<file path="src/rtl/dsp_pair_accum.sv">
// dsp_pair_accum
//   Two-lane vector accumulator behind a packed int8 DSP stage. Each accepted
//   beat carries two signed 16-bit products (lane AB and lane DB). Beats are
//   summed per lane until a beat with in_last=1 closes the vector. The sums,
//   the beat count and the per-lane saturation flags are then written to a
//   one-deep result stage that the consumer drains.
//
//   Optional feature (compile-time macro DSP_PAIR_ACC_SAT_EN):
//     defined   -> running sums clamp at the signed ACC_W limits and a sticky
//                  per-lane sat flag is reported with the vector.
//     undefined -> running sums wrap in two's complement; sat_ab/sat_db stay 0.
//
//   Handshakes: a transfer happens on a rising clk edge when valid and ready
//   are both high. Once valid is raised its payload is held until the
//   transfer. in_ready = ~out_valid | out_ready, so a pending result stalls
//   input and a beat can enter in the same cycle the result leaves.
//
//   Ports
//     clk, rst_n           clock, asynchronous active-low reset
//     in_valid/in_ready    input beat handshake
//     in_last              beat closes the current vector
//     prod_ab, prod_db     signed 16-bit products, one per lane
//     out_valid/out_ready  result handshake
//     acc_ab, acc_db       signed vector sums (ACC_W bits)
//     beat_cnt             beats in the reported vector (saturates at all-ones)
//     sat_ab, sat_db       lane saturated at least once in the reported vector
//     state_dbg            FSM state: 0 = IDLE, 1 = ACCUM
module dsp_pair_accum #(
  parameter int ACC_W = 32,
  parameter int CNT_W = 16
) (
  input  logic             clk,
  input  logic             rst_n,
  input  logic             in_valid,
  output logic             in_ready,
  input  logic             in_last,
  input  logic [15:0]      prod_ab,
  input  logic [15:0]      prod_db,
  output logic             out_valid,
  input  logic             out_ready,
  output logic [ACC_W-1:0] acc_ab,
  output logic [ACC_W-1:0] acc_db,
  output logic [CNT_W-1:0] beat_cnt,
  output logic             sat_ab,
  output logic             sat_db,
  output logic             state_dbg
);

  typedef enum logic {
    IDLE  = 1'b0,
    ACCUM = 1'b1
  } state_e;

  // Adds a sign-extended product to a running sum.
  // Returns {overflow_flag, new_sum}.
  function automatic logic [ACC_W:0] lane_add(input logic [ACC_W-1:0] base,
                                               input logic [15:0]      prod);
    logic [ACC_W:0]   wide;
    logic [ACC_W-1:0] sum;
    logic             ovf;
`ifdef DSP_PAIR_ACC_SAT_EN
    // One guard bit: the result overflowed when the two top bits disagree;
    // the guard bit then gives the true sign and picks the clamp value.
    wide = {base[ACC_W-1], base} + {{(ACC_W+1-16){prod[15]}}, prod};
    ovf  = wide[ACC_W] ^ wide[ACC_W-1];
    if (ovf) begin
      sum = wide[ACC_W] ? {1'b1, {(ACC_W-1){1'b0}}} : {1'b0, {(ACC_W-1){1'b1}}};
    end else begin
      sum = wide[ACC_W-1:0];
    end
`else
    wide = '0;
    sum  = base + {{(ACC_W-16){prod[15]}}, prod};
    ovf  = 1'b0;
`endif
    return {ovf, sum};
  endfunction

  state_e           state_q, state_d;
  logic [ACC_W-1:0] sum_ab_q, sum_ab_d;
  logic [ACC_W-1:0] sum_db_q, sum_db_d;
  logic [CNT_W-1:0] cnt_q, cnt_d;
  logic             run_sat_ab_q, run_sat_ab_d;
  logic             run_sat_db_q, run_sat_db_d;

  logic             out_valid_q, out_valid_d;
  logic [ACC_W-1:0] res_ab_q, res_ab_d;
  logic [ACC_W-1:0] res_db_q, res_db_d;
  logic [CNT_W-1:0] res_cnt_q, res_cnt_d;
  logic             res_sat_ab_q, res_sat_ab_d;
  logic             res_sat_db_q, res_sat_db_d;

  logic             accept;
  logic [ACC_W:0]   step_ab;
  logic [ACC_W:0]   step_db;
  logic [CNT_W-1:0] cnt_next;
  logic             sat_ab_next;
  logic             sat_db_next;

  always_comb begin
    state_d      = state_q;
    sum_ab_d     = sum_ab_q;
    sum_db_d     = sum_db_q;
    cnt_d        = cnt_q;
    run_sat_ab_d = run_sat_ab_q;
    run_sat_db_d = run_sat_db_q;
    out_valid_d  = out_valid_q;
    res_ab_d     = res_ab_q;
    res_db_d     = res_db_q;
    res_cnt_d    = res_cnt_q;
    res_sat_ab_d = res_sat_ab_q;
    res_sat_db_d = res_sat_db_q;

    in_ready = ~out_valid_q | out_ready;
    accept   = in_valid & in_ready;

    // A beat arriving in IDLE starts from zero, so no clear cycle is needed
    // between vectors; a lone 16-bit product can never overflow ACC_W >= 17.
    if (state_q == ACCUM) begin
      step_ab     = lane_add(sum_ab_q, prod_ab);
      step_db     = lane_add(sum_db_q, prod_db);
      cnt_next    = (cnt_q == {CNT_W{1'b1}}) ? cnt_q : cnt_q + CNT_W'(1);
      sat_ab_next = run_sat_ab_q | step_ab[ACC_W];
      sat_db_next = run_sat_db_q | step_db[ACC_W];
    end else begin
      step_ab     = lane_add('0, prod_ab);
      step_db     = lane_add('0, prod_db);
      cnt_next    = CNT_W'(1);
      sat_ab_next = step_ab[ACC_W];
      sat_db_next = step_db[ACC_W];
    end

    if (accept) begin
      sum_ab_d     = step_ab[ACC_W-1:0];
      sum_db_d     = step_db[ACC_W-1:0];
      cnt_d        = cnt_next;
      run_sat_ab_d = sat_ab_next;
      run_sat_db_d = sat_db_next;
      state_d      = in_last ? IDLE : ACCUM;
    end

    // A closing beat loads the result even while the previous one is being
    // taken in this cycle, keeping out_valid high back to back.
    if (accept && in_last) begin
      out_valid_d  = 1'b1;
      res_ab_d     = step_ab[ACC_W-1:0];
      res_db_d     = step_db[ACC_W-1:0];
      res_cnt_d    = cnt_next;
      res_sat_ab_d = sat_ab_next;
      res_sat_db_d = sat_db_next;
    end else if (out_valid_q && out_ready) begin
      out_valid_d  = 1'b0;
    end
  end

  always_ff @(posedge clk or negedge rst_n) begin
    if (!rst_n) begin
      state_q      <= IDLE;
      sum_ab_q     <= '0;
      sum_db_q     <= '0;
      cnt_q        <= '0;
      run_sat_ab_q <= 1'b0;
      run_sat_db_q <= 1'b0;
      out_valid_q  <= 1'b0;
      res_ab_q     <= '0;
      res_db_q     <= '0;
      res_cnt_q    <= '0;
      res_sat_ab_q <= 1'b0;
      res_sat_db_q <= 1'b0;
    end else begin
      state_q      <= state_d;
      sum_ab_q     <= sum_ab_d;
      sum_db_q     <= sum_db_d;
      cnt_q        <= cnt_d;
      run_sat_ab_q <= run_sat_ab_d;
      run_sat_db_q <= run_sat_db_d;
      out_valid_q  <= out_valid_d;
      res_ab_q     <= res_ab_d;
      res_db_q     <= res_db_d;
      res_cnt_q    <= res_cnt_d;
      res_sat_ab_q <= res_sat_ab_d;
      res_sat_db_q <= res_sat_db_d;
    end
  end

  assign out_valid = out_valid_q;
  assign acc_ab    = res_ab_q;
  assign acc_db    = res_db_q;
  assign beat_cnt  = res_cnt_q;
  assign sat_ab    = res_sat_ab_q;
  assign sat_db    = res_sat_db_q;
  assign state_dbg = state_q;

endmodule

</file>
<file path="config.mk">
export PLATFORM = sky130hd
export DESIGN_NAME = dsp_pair_accum
export DESIGN_NICKNAME = d
export VERILOG_FILES = /design/src/rtl/dsp_pair_accum.sv
export SDC_FILE = /design/constraint.sdc
export NUM_CORES = 1
export LEC_CHECK = 0
export CAP_MARGIN = 20
export CELL_PAD_IN_SITES_DETAIL_PLACEMENT = 1
export CELL_PAD_IN_SITES_GLOBAL_PLACEMENT = 1
export CORE_ASPECT_RATIO = 0.8
export CORE_MARGIN = 5
export CORE_UTILIZATION = 39
export DETAILED_ROUTE_END_ITERATION = 12
export PLACE_DENSITY = 0.81
export SYNTH_ARGS = -nofsm -noshare
export SYNTH_HDL_FRONTEND = slang
export SYNTH_SLANG_ARGS = --single-unit
export TNS_END_PERCENT = 1
</file>
<file path="constraint.sdc">
create_clock -name clk -period 2.7 [get_ports clk]
set_input_delay 0.54 -clock clk [delete_from_list [all_inputs] [get_ports clk]]
set_output_delay 0.54 -clock clk [all_outputs]
set_load 0.02 [all_outputs]
</file>
==> impl_metrics.csv <==
group,metric,value,unit
status,outcome,"finished, violations left",
status,failed_checks,"setup timing",
sta,rsz0062_at_grt,"yes",
pwr,pwr-share-seq,23.7,%
clock_network,insertion_delay,0.45,ns
clock_network,htreeDepth,4,
routing,via_per_inst,5.611,
yosys,synth-edff-count,0,
placement,placed_area,13710,um2
floorplanning,core_area,27030,um2
floorplanning,die_y,157.5,um
yosys,synthFlopType,"dfrtp_1",
sta,finClkSkew,0.01355,ns
global_routing,use_met3,4.473,%
critical_path,cp_slowest_stage_delay,0.46,ns
sta,min_period,3.013,ns
critical_path,crit_buf_inv,0,
sta,setup_viol,37,
clock_network,ctsLongestPathBuffers,2,
placement,gp_congestion,0.8710,
pwr,combPwrFrac,62.7,%
cells_and_area,drive_gt1_share,26.84,%
routing,ant_nets,0,
global_routing,grtUsageMet2,44.40,%
global_routing,grt_pass1_wl,62.07,mm
sta,hold_viol,0,
run,max_cap_viol_count,0,
sta,slew_headroom,43.59,%
yosys,synth_nets,1297,
global_routing,antenna_found_initial,0,
sta,fmaxAchievable,331.9,MHz
yosys,syn_area_per_cell,8.875,um2
placement,dpl.hpwl,26.40,mm
critical_path,crit_path_end_kind,"register",
critical_path,crit_slowest_cell,"a2111oi_2",
sta,worst_pin_slew,0.8431,ns
global_routing,grt_pass1_vias,11700,
routing,vias,10570,
yosys,yosys_warnings,0,
yosys,async_reset_ff_share,100.0,%
routing,drt_iter0_markers,589,
floorplanning,dieArea,30610,um2
pwr,total_power,18400,uW
critical_path,crit_fanout,3,
yosys,synth_area_leaders,"dfrtp_1, ha_1, nand2_1, o21ai_0, a21oi_1",
routing,routed_wl,39.00,mm
critical_path,critical_path_required,3.02,ns
cells_and_area,syn2layout_area_growth,42.80,%
critical_path,crit_chain,"ha_4, fa_2, a21oi_4, o21ai_2, a21oi_2, o211ai_1, a2111oi_2, nor2_1, xor2_1, mux2_4, mux2_4",
pwr,ir_drop,0.5261,mV
yosys,synth-seq-cells,166,
critical_path,crit_family,"compound AO/OA/AOI/OAI gates",
yosys,syn_inst,1195,
routing,first_pass_iters,5,
global_routing,overflow,0,
routing,routedWlPerCell,20.70,um
clock_network,cts-root-buf,"clkbuf_16",
critical_path,critical_path_arrival,3.33,ns
sta,min_period_over_period,111.6,%
sta,slew_violations,0,
routing,post-route-drc-count,0,
clock_network,cts_sinks,166,
global_routing,grt_use_total,24.86,%
floorplanning,io_pins,122,
critical_path,cp-start-kind,"register",
floorplanning,start_util,39.24,%
yosys,synth_top_area_cell,"dfrtp_1",
yosys,yosysTopAreaCellShare,39.17,%
hold_path,hold_class,"input port to asynchronous set/reset pin",
cells_and_area,antennaDiodeCount,0,
pwr,power_frac_clock,13.6,%
global_routing,gr-usage-met1,30.71,%
pwr,p_leak,0.007102,uW
placement,io_buffers,121,
critical_path,critPathKind,"register to register",
clock_network,clk_pin_slew,0.07,ns
sta,setup_ws,-0.3130,ns
yosys,netlist_area,10610,um2
floorplanning,rows,54,
cells_and_area,fin_area,15140,um2
clock_network,cts_tree,"yes",
cells_and_area,final_nets,1609,
global_routing,grt_max_degree,57,
pwr,switching_share,43.23,%
pwr,p_per_area,1215,nW/um2
floorplanning,die_w,194.4,um
clock_network,cts_hold_buf,0,
global_routing,grt-busiest-layer,"met2",
pwr,p_int,10440,uW
critical_path,cpMostUsedCell,"mux2_4",
yosys,synth_cell_types,70,
yosys,ys_seq_area_share,39.17,%
pwr,switchingPower,7952,uW
clock_network,numCtsBuffers,17,
==> final timing paths <==
kind                       slack (ns)  cells after the start                        to                    start
setup reg to reg                -0.31                     11  sum_ab_q[14]$_DFFE_PN0P_  sum_ab_q[0]$_DFFE_PN0P_
min in group clk                 0.48                      2    acc_ab[18]$_DFFE_PN0P_   acc_ab[18]$_DFFE_PN0P_
hold reg to reg                  0.48                      2    acc_ab[18]$_DFFE_PN0P_   acc_ab[18]$_DFFE_PN0P_
setup / recovery                -0.31                     11  sum_ab_q[14]$_DFFE_PN0P_  sum_ab_q[0]$_DFFE_PN0P_
hold / removal                   0.04                      1     acc_ab[8]$_DFFE_PN0P_                    rst_n
max in group asynchronous        1.87                      2    acc_ab[31]$_DFFE_PN0P_                    rst_n
==> cell usage after synthesis (11+ instances only) <==
library cell and instances:
o21ai_0 116, nand2_1 194, dfrtp_1 166, inv_1 21, ha_1 63, a21oi_1 106, a211o_1 11, or3_1 15
nand4_1 16, xnor2_1 34, nor2_1 59, mux2i_1 39, nand3_1 27, a21o_1 41, clkbuf_1 53, mux2_2 15
and3_1 17, nor3_1 16, xor2_1 23
==> flip-flops by register name (all words and copies together), names as in the netlist <==
register      flops
acc_ab           32
acc_db           32
beat_cnt         16
cnt_q            16
out_valid         1
run_sat_ab_q      1
run_sat_db_q      1
sat_ab            1
sat_db            1
state_dbg         1
sum_ab_q         32
sum_db_q         32
==> logic make-up after synthesis <==
| group | count (synthesis) | synth area share [%] |
|---|---|---|
| AOI/OAI and AO/OA | 381 | 22.97 |
| and+or+nand+nor | 380 | 16.22 |
| DFF | 166 | 39.17 |
| buffers and inverters | 91 | 3.740 |
| adders and majority gates | 65 | 7.810 |
| xor gates and xnor gates | 57 | 4.707 |
| muxes | 55 | 5.380 |
==> power by group through the flow <==
stage / clock [uW] / combinational (uW) / sequential, uW
2_1_floorplan: 0 / 5040 / 4710
4_1_cts: 2550 / 11000 / 4330
5_1_grt: 2670 / 12400 / 4460
3_3_place_gp: 0 / 9640 / 4240
3_5_place_dp: 0 / 10100 / 4300
6_report: 2510 / 11500 / 4350
==> stage by stage <==
stage          util (%)  setup TNS, ns  setup WS [ns]  std cells  hold slack [ns]
3_3_place_gp      50.71         -55.84        -0.8565       1826           0.4557
6_report          56.04         -3.736        -0.3130       1884          0.03851
2_1_floorplan         -         -2.152        -0.1816       1195           0.2444
4_1_cts           55.32         -2.151        -0.1976       1881          0.06029
3_5_place_dp      50.71         -64.33         -1.009       1826           0.4689
5_1_grt           56.04         -8.616        -0.4018       1884          0.07757
==> timing repair <==
item | CTS | global route
pin swaps | 56 | 25
buffers inserted | 23 | 3
endpoints found under the setup margin | 78 | 75
resized for setup | 113 | 48
==> cell type report <==
class                           instances  area, um2
Sequential cell                       166       4158
Inverter                               22      83.83
Multi-Input combinational cell        938       6759
Tap cell                              364      455.4
Clock buffer                           17      425.4
Timing Repair Buffer                  362       3084
Fill cell                            3076      11880
Clock inverter                         15      178.9
==> layer usage <==
metal	vias to the layer above	share of wire, %
met5	-	0
met2	239	50
met4	0	3.4
li1	4938	-
met1	5315	43
met3	79	3.8
==> cells in the final DEF (no fill, tap or decap), types with 16 or more instances in the layout <==
cell type,synthesis,layout
buf_4,2,233
nand2_1,194,190
dfrtp_1,166,165
clkdlybuf4s50_1,0,98
o21ai_0,116,85
a21oi_1,106,78
nor2_1,59,58
a21o_1,41,41
ha_1,63,40
mux2i_1,39,38
xnor2_1,34,32
nand3_1,27,26
o21ai_1,6,26
xor2_1,23,23
a21oi_2,1,22
inv_1,21,20
ha_4,0,20
dlygate4sd2_1,0,20
clkbuf_16,0,17
nand4_1,16,16
(Power assumes the default switching activity.)
